File: config.mk
export PLATFORM = sky130hd
export DESIGN_NAME = axi_lite_wr_arbiter
export DESIGN_NICKNAME = d
export VERILOG_FILES = /design/src/rtl/axi_lite_wr_arbiter.sv
export SDC_FILE = /design/constraint.sdc
export NUM_CORES = 1
export LEC_CHECK = 0
export CAP_MARGIN = 10
export CORE_AREA = 2 2 90 92
export DETAILED_ROUTE_END_ITERATION = 6
export DIE_AREA = 0 0 92 94
export PLACE_DENSITY_LB_ADDON = 0.1
export SLEW_MARGIN = 20
export SYNTH_ARGS = -nofsm -noshare
export SYNTH_HDL_FRONTEND = slang
export SYNTH_SLANG_ARGS = --single-unit
File: constraint.sdc
create_clock -name clk -period 1.5 [get_ports clk]
set_input_delay 0.225 -clock clk [delete_from_list [all_inputs] [get_ports clk]]
set_output_delay 0.225 -clock clk [all_outputs]
set_load 0.1 [all_outputs]
File: src/rtl/axi_lite_wr_arbiter.sv
// Round-robin arbiter sharing one AXI4-Lite write slave (AW/W/B) among NUM_M masters.
// One write is outstanding at a time; the grant is held from AW/W acceptance through the B handshake.
module axi_lite_wr_arbiter #(
    parameter int NUM_M  = 2,
    parameter int ADDR_W = 32,
    parameter int DATA_W = 32
) (
    input  logic                                         clk,
    input  logic                                         rst_n,
    input  logic [NUM_M*ADDR_W-1:0]                      m_awaddr,
    input  logic [NUM_M-1:0]                             m_awvalid,
    output logic [NUM_M-1:0]                             m_awready,
    input  logic [NUM_M*DATA_W-1:0]                      m_wdata,
    input  logic [NUM_M*DATA_W/8-1:0]                    m_wstrb,
    input  logic [NUM_M-1:0]                             m_wvalid,
    output logic [NUM_M-1:0]                             m_wready,
    output logic [NUM_M*2-1:0]                           m_bresp,
    output logic [NUM_M-1:0]                             m_bvalid,
    input  logic [NUM_M-1:0]                             m_bready,
    output logic [ADDR_W-1:0]                            s_awaddr,
    output logic                                         s_awvalid,
    input  logic                                         s_awready,
    output logic [DATA_W-1:0]                            s_wdata,
    output logic [DATA_W/8-1:0]                          s_wstrb,
    output logic                                         s_wvalid,
    input  logic                                         s_wready,
    input  logic [1:0]                                   s_bresp,
    input  logic                                         s_bvalid,
    output logic                                         s_bready,
    output logic [((NUM_M > 1) ? $clog2(NUM_M) : 1)-1:0] grant_id,
    output logic                                         busy
);
    localparam int          GW = (NUM_M > 1) ? $clog2(NUM_M) : 1;
    localparam int          SW = DATA_W / 8;
    localparam int unsigned NM = NUM_M;

    typedef enum logic [1:0] {IDLE, XFER, RESP} state_e;

    state_e        state_q, state_d;
    logic          aw_done_q, aw_done_d;
    logic          w_done_q, w_done_d;
    logic [GW-1:0] grant_q, grant_d;
    logic [GW-1:0] last_q, last_d;
    logic [GW-1:0] cand;
    logic          found;
    logic          aw_hs, w_hs, b_hs;

    always_comb begin
        m_awready = '0;
        m_wready  = '0;
        m_bvalid  = '0;
        s_awvalid = 1'b0;
        s_wvalid  = 1'b0;
        s_bready  = 1'b0;
        s_awaddr  = m_awaddr[int'(grant_q)*ADDR_W +: ADDR_W];
        s_wdata   = m_wdata[int'(grant_q)*DATA_W +: DATA_W];
        s_wstrb   = m_wstrb[int'(grant_q)*SW +: SW];
        case (state_q)
            XFER: begin
                s_awvalid          = m_awvalid[grant_q] && !aw_done_q;
                m_awready[grant_q] = s_awready && !aw_done_q;
                s_wvalid           = m_wvalid[grant_q] && !w_done_q;
                m_wready[grant_q]  = s_wready && !w_done_q;
            end
            RESP: begin
                m_bvalid[grant_q] = s_bvalid;
                s_bready          = m_bready[grant_q];
            end
            default: ;
        endcase
    end

    assign m_bresp  = {NUM_M{s_bresp}};
    assign grant_id = grant_q;
    assign busy     = (state_q != IDLE);
    assign aw_hs    = s_awvalid && s_awready;
    assign w_hs     = s_wvalid && s_wready;
    assign b_hs     = s_bvalid && s_bready;

    always_comb begin
        state_d   = state_q;
        aw_done_d = aw_done_q;
        w_done_d  = w_done_q;
        grant_d   = grant_q;
        last_d    = last_q;
        found     = 1'b0;
        cand      = '0;
        case (state_q)
            IDLE: begin
                // Scan from the master after the last winner, wrapping modulo NUM_M.
                for (int unsigned k = 1; k <= NM; k++) begin
                    cand = GW'((32'(last_q) + k) % NM);
                    if (!found && m_awvalid[cand]) begin
                        found   = 1'b1;
                        grant_d = cand;
                    end
                end
                if (found) state_d = XFER;
            end
            XFER: begin
                if ((aw_done_q || aw_hs) && (w_done_q || w_hs)) begin
                    aw_done_d = 1'b0;
                    w_done_d  = 1'b0;
                    state_d   = RESP;
                end else begin
                    aw_done_d = aw_done_q || aw_hs;
                    w_done_d  = w_done_q || w_hs;
                end
            end
            RESP: begin
                if (b_hs) begin
                    last_d  = grant_q;
                    state_d = IDLE;
                end
            end
            default: state_d = IDLE;
        endcase
    end

    always_ff @(posedge clk or negedge rst_n) begin
        if (!rst_n) begin
            state_q   <= IDLE;
            aw_done_q <= 1'b0;
            w_done_q  <= 1'b0;
            grant_q   <= '0;
            last_q    <= GW'(NUM_M - 1);
        end else begin
            state_q   <= state_d;
            aw_done_q <= aw_done_d;
            w_done_q  <= w_done_d;
            grant_q   <= grant_d;
            last_q    <= last_d;
        end
    end

endmodule

==> qor.yml <==
status: "finished with violations"
violations: "negative setup slack"
holdWs_ns: 0.2289
cp.required_ns: 1.27
yosys_warnings: 0
multiInputGateArea_um2: 1376
drive_gt1_share_pct: 54.02
cts-htree-levels: 1
setup_tns_ns: -16.92
cts_root_buffer: "clkbuf_8"
powerDensity_nw_per_um2: 2416
fin_cells: 463
critPathKind: "reg -> out"
grt_pass1_vias: 2151
pre_cts_ws_ns: -0.04523
r2r_slack_ns: -0.22
slew_viol_final: 0
arrival_ns: 1.56
post-route-period-util_pct: 118.8
overflow: 0
cp-end-kind: "primary output"
wl_per_cell_um: 19.89
die-area_um2: 8648
cpMostUsedCell: "buf_12"
max_slew_margin_pct: 81.11
start_util_pct: 16.46
first_pass_iters: 4
hpwl_mm: 7.751
fmax_mhz: 561.0
die_x_um: 92
core_area_um2: 7607
drv_cap: 0
postPlaceCellArea_um2: 4753
worstPathMaxFanout: 8
vias: 1986
hold_buffers: 0
ant_nets: 0
netlist_area_um2: 1252
clk_path_buf_depth: 2
drc: 0
synth.distinct_cells: 24
synth_area_per_cell_um2: 10.10
gp_congestion: 0.8219
nNetsFinal: 511
final_common_cell: "clkdlybuf4s50_1"
synth-seq-cells: 6
fillers: 583
finClkSkew_ns: 0.007753
hold_viol_final: 0
syn_to_final_growth_pct: 299.0
rsz0062_at_grt: "yes"
period_needed_ns: 1.783
antenna_cells: 0
slowest_delay_ns: 0.54
placed_cells: 449
fin_ws_ns: -0.2826
fin_util_pct: 65.69
portBuffers: 225
cellLeakagePower_nw: 2.255
syn_nets: 273
setup_viol: 81
grt_antenna_before_repair: 0
tightest_slew_ns: 0.2834
startpoint_type: "register"
seq_area_um2: 155.1
final_area_um2: 4997
cp_cell_sequence: "buf_12 -> mux2_4 -> nand2_4 -> nor2_4 -> buf_12"
hold_class: "in -> async"
synthCells: 124
insertion_delay_ns: 0.23
slowest_stage: "dfrtp_4"
cts_buffers: 3
drt_iter0_drc: 31
fp-row-count: 32
grt_max_degree: 37
grt_usage_pct: 20.28
wl_mm: 9.207
layout_common_cells: "146 x clkdlybuf4s50_1, 81 x buf_12, 69 x mux2_4"
power_mw: 12.07
grt_pass1_wl_mm: 13.21
io_pins: 232
vdd_drop_max_v: 0.001870
die-height_um: 94
ys_seq_area_share_pct: 12.09
cts_sinks: 6
cts.clk_slew.worst_paths_ns: 0.04
cts_tree: "done"
vias_per_cell: 4.289
[synthesized netlist by cell type]
cell / instances / share of area, %
mux2_2: 68 / 61
buf_2: 8 / 3.2
dfrtp_1: 5 / 10
nor2_1: 5 / 1.5
a21oi_1: 4 / 1.6
a31oi_1: 4 / 2.0
buf_4: 4 / 2.4
nand2_1: 3 / 0.90
nor2b_1: 3 / 1.5
a21o_1: 2 / 1.2
and4b_1: 2 / 1.6
mux2_4: 2 / 2.4
nand2b_1: 2 / 1.0
nor4bb_1: 2 / 1.6
a311oi_2: 1 / 1.2
a32o_1: 1 / 0.80
and3_1: 1 / 0.50
buf_6: 1 / 0.90
clkbuf_1: 1 / 0.30
dfstp_2: 1 / 2.1
inv_1: 1 / 0.30
mux2i_1: 1 / 0.80
nand4b_1: 1 / 0.70
nor3_1: 1 / 0.40
[area by class of cell]
type	count	share of cell area, %
sequential	6	3.105
clock buffer	4	0.9014
multi-input combinational	103	27.54
inverter	1	0.07511
timing repair buffer	247	65.82
tap	102	2.554
[worst max-delay path: cells and delay by family (launching register included)]
kind	cells	cell delay (ns)
buffers and inverters	2	0.34
flip-flops	1	0.54
multiplexers	1	0.32
AND/OR/NAND/NOR	2	0.12
[routing by layer]
metal	up-vias	share of wire [%]	global-route usage, %	routed length [µm]
li1	939	-	-	-
met1	919	36	22.54	3315
met2	119	52	36.76	4781
met3	9	11	8.106	991
met4	0	1.3	3.856	118
met5	-	0	0	0
[kinds of logic after synthesis]
group,synth area share (%)
buf+inv,7.092
simple gates,9.691
compound gates,6.792
mux,64.34
flops,12.09
[timing repair]
action	4_1_cts	5_1_grt
endpoints found under the setup margin	79	81
pin swaps	6	2
setup buffers	6	3
gates resized for setup	10	17
gates cloned	0	1
[final timing paths]
path                               to  startpoint  cells after the start
min reg2reg                    last_q      last_q                      2
max in group asynchronous      last_q       rst_n                      1
max                          s_wvalid    grant_id                      5
max reg2reg                state_q[1]    grant_id                      5
min in group clk           m_bresp[2]  s_bresp[0]                      0
min                         aw_done_q       rst_n                      1
[power breakdown]
group          total, mW  switching [mW]  internal (mW)
Clock              0.267          0.0830          0.184
Combinational       11.4            6.76           4.67
Sequential         0.376           0.135          0.240
Total               12.1            6.98           5.10
[sequential cells by signal, summed over array words and instances (netlist names)]
signal / flops
grant_id: 1
state_q: 2
aw_done_q: 1
last_q: 1
w_done_q: 1
(Power assumes the default switching activity.)
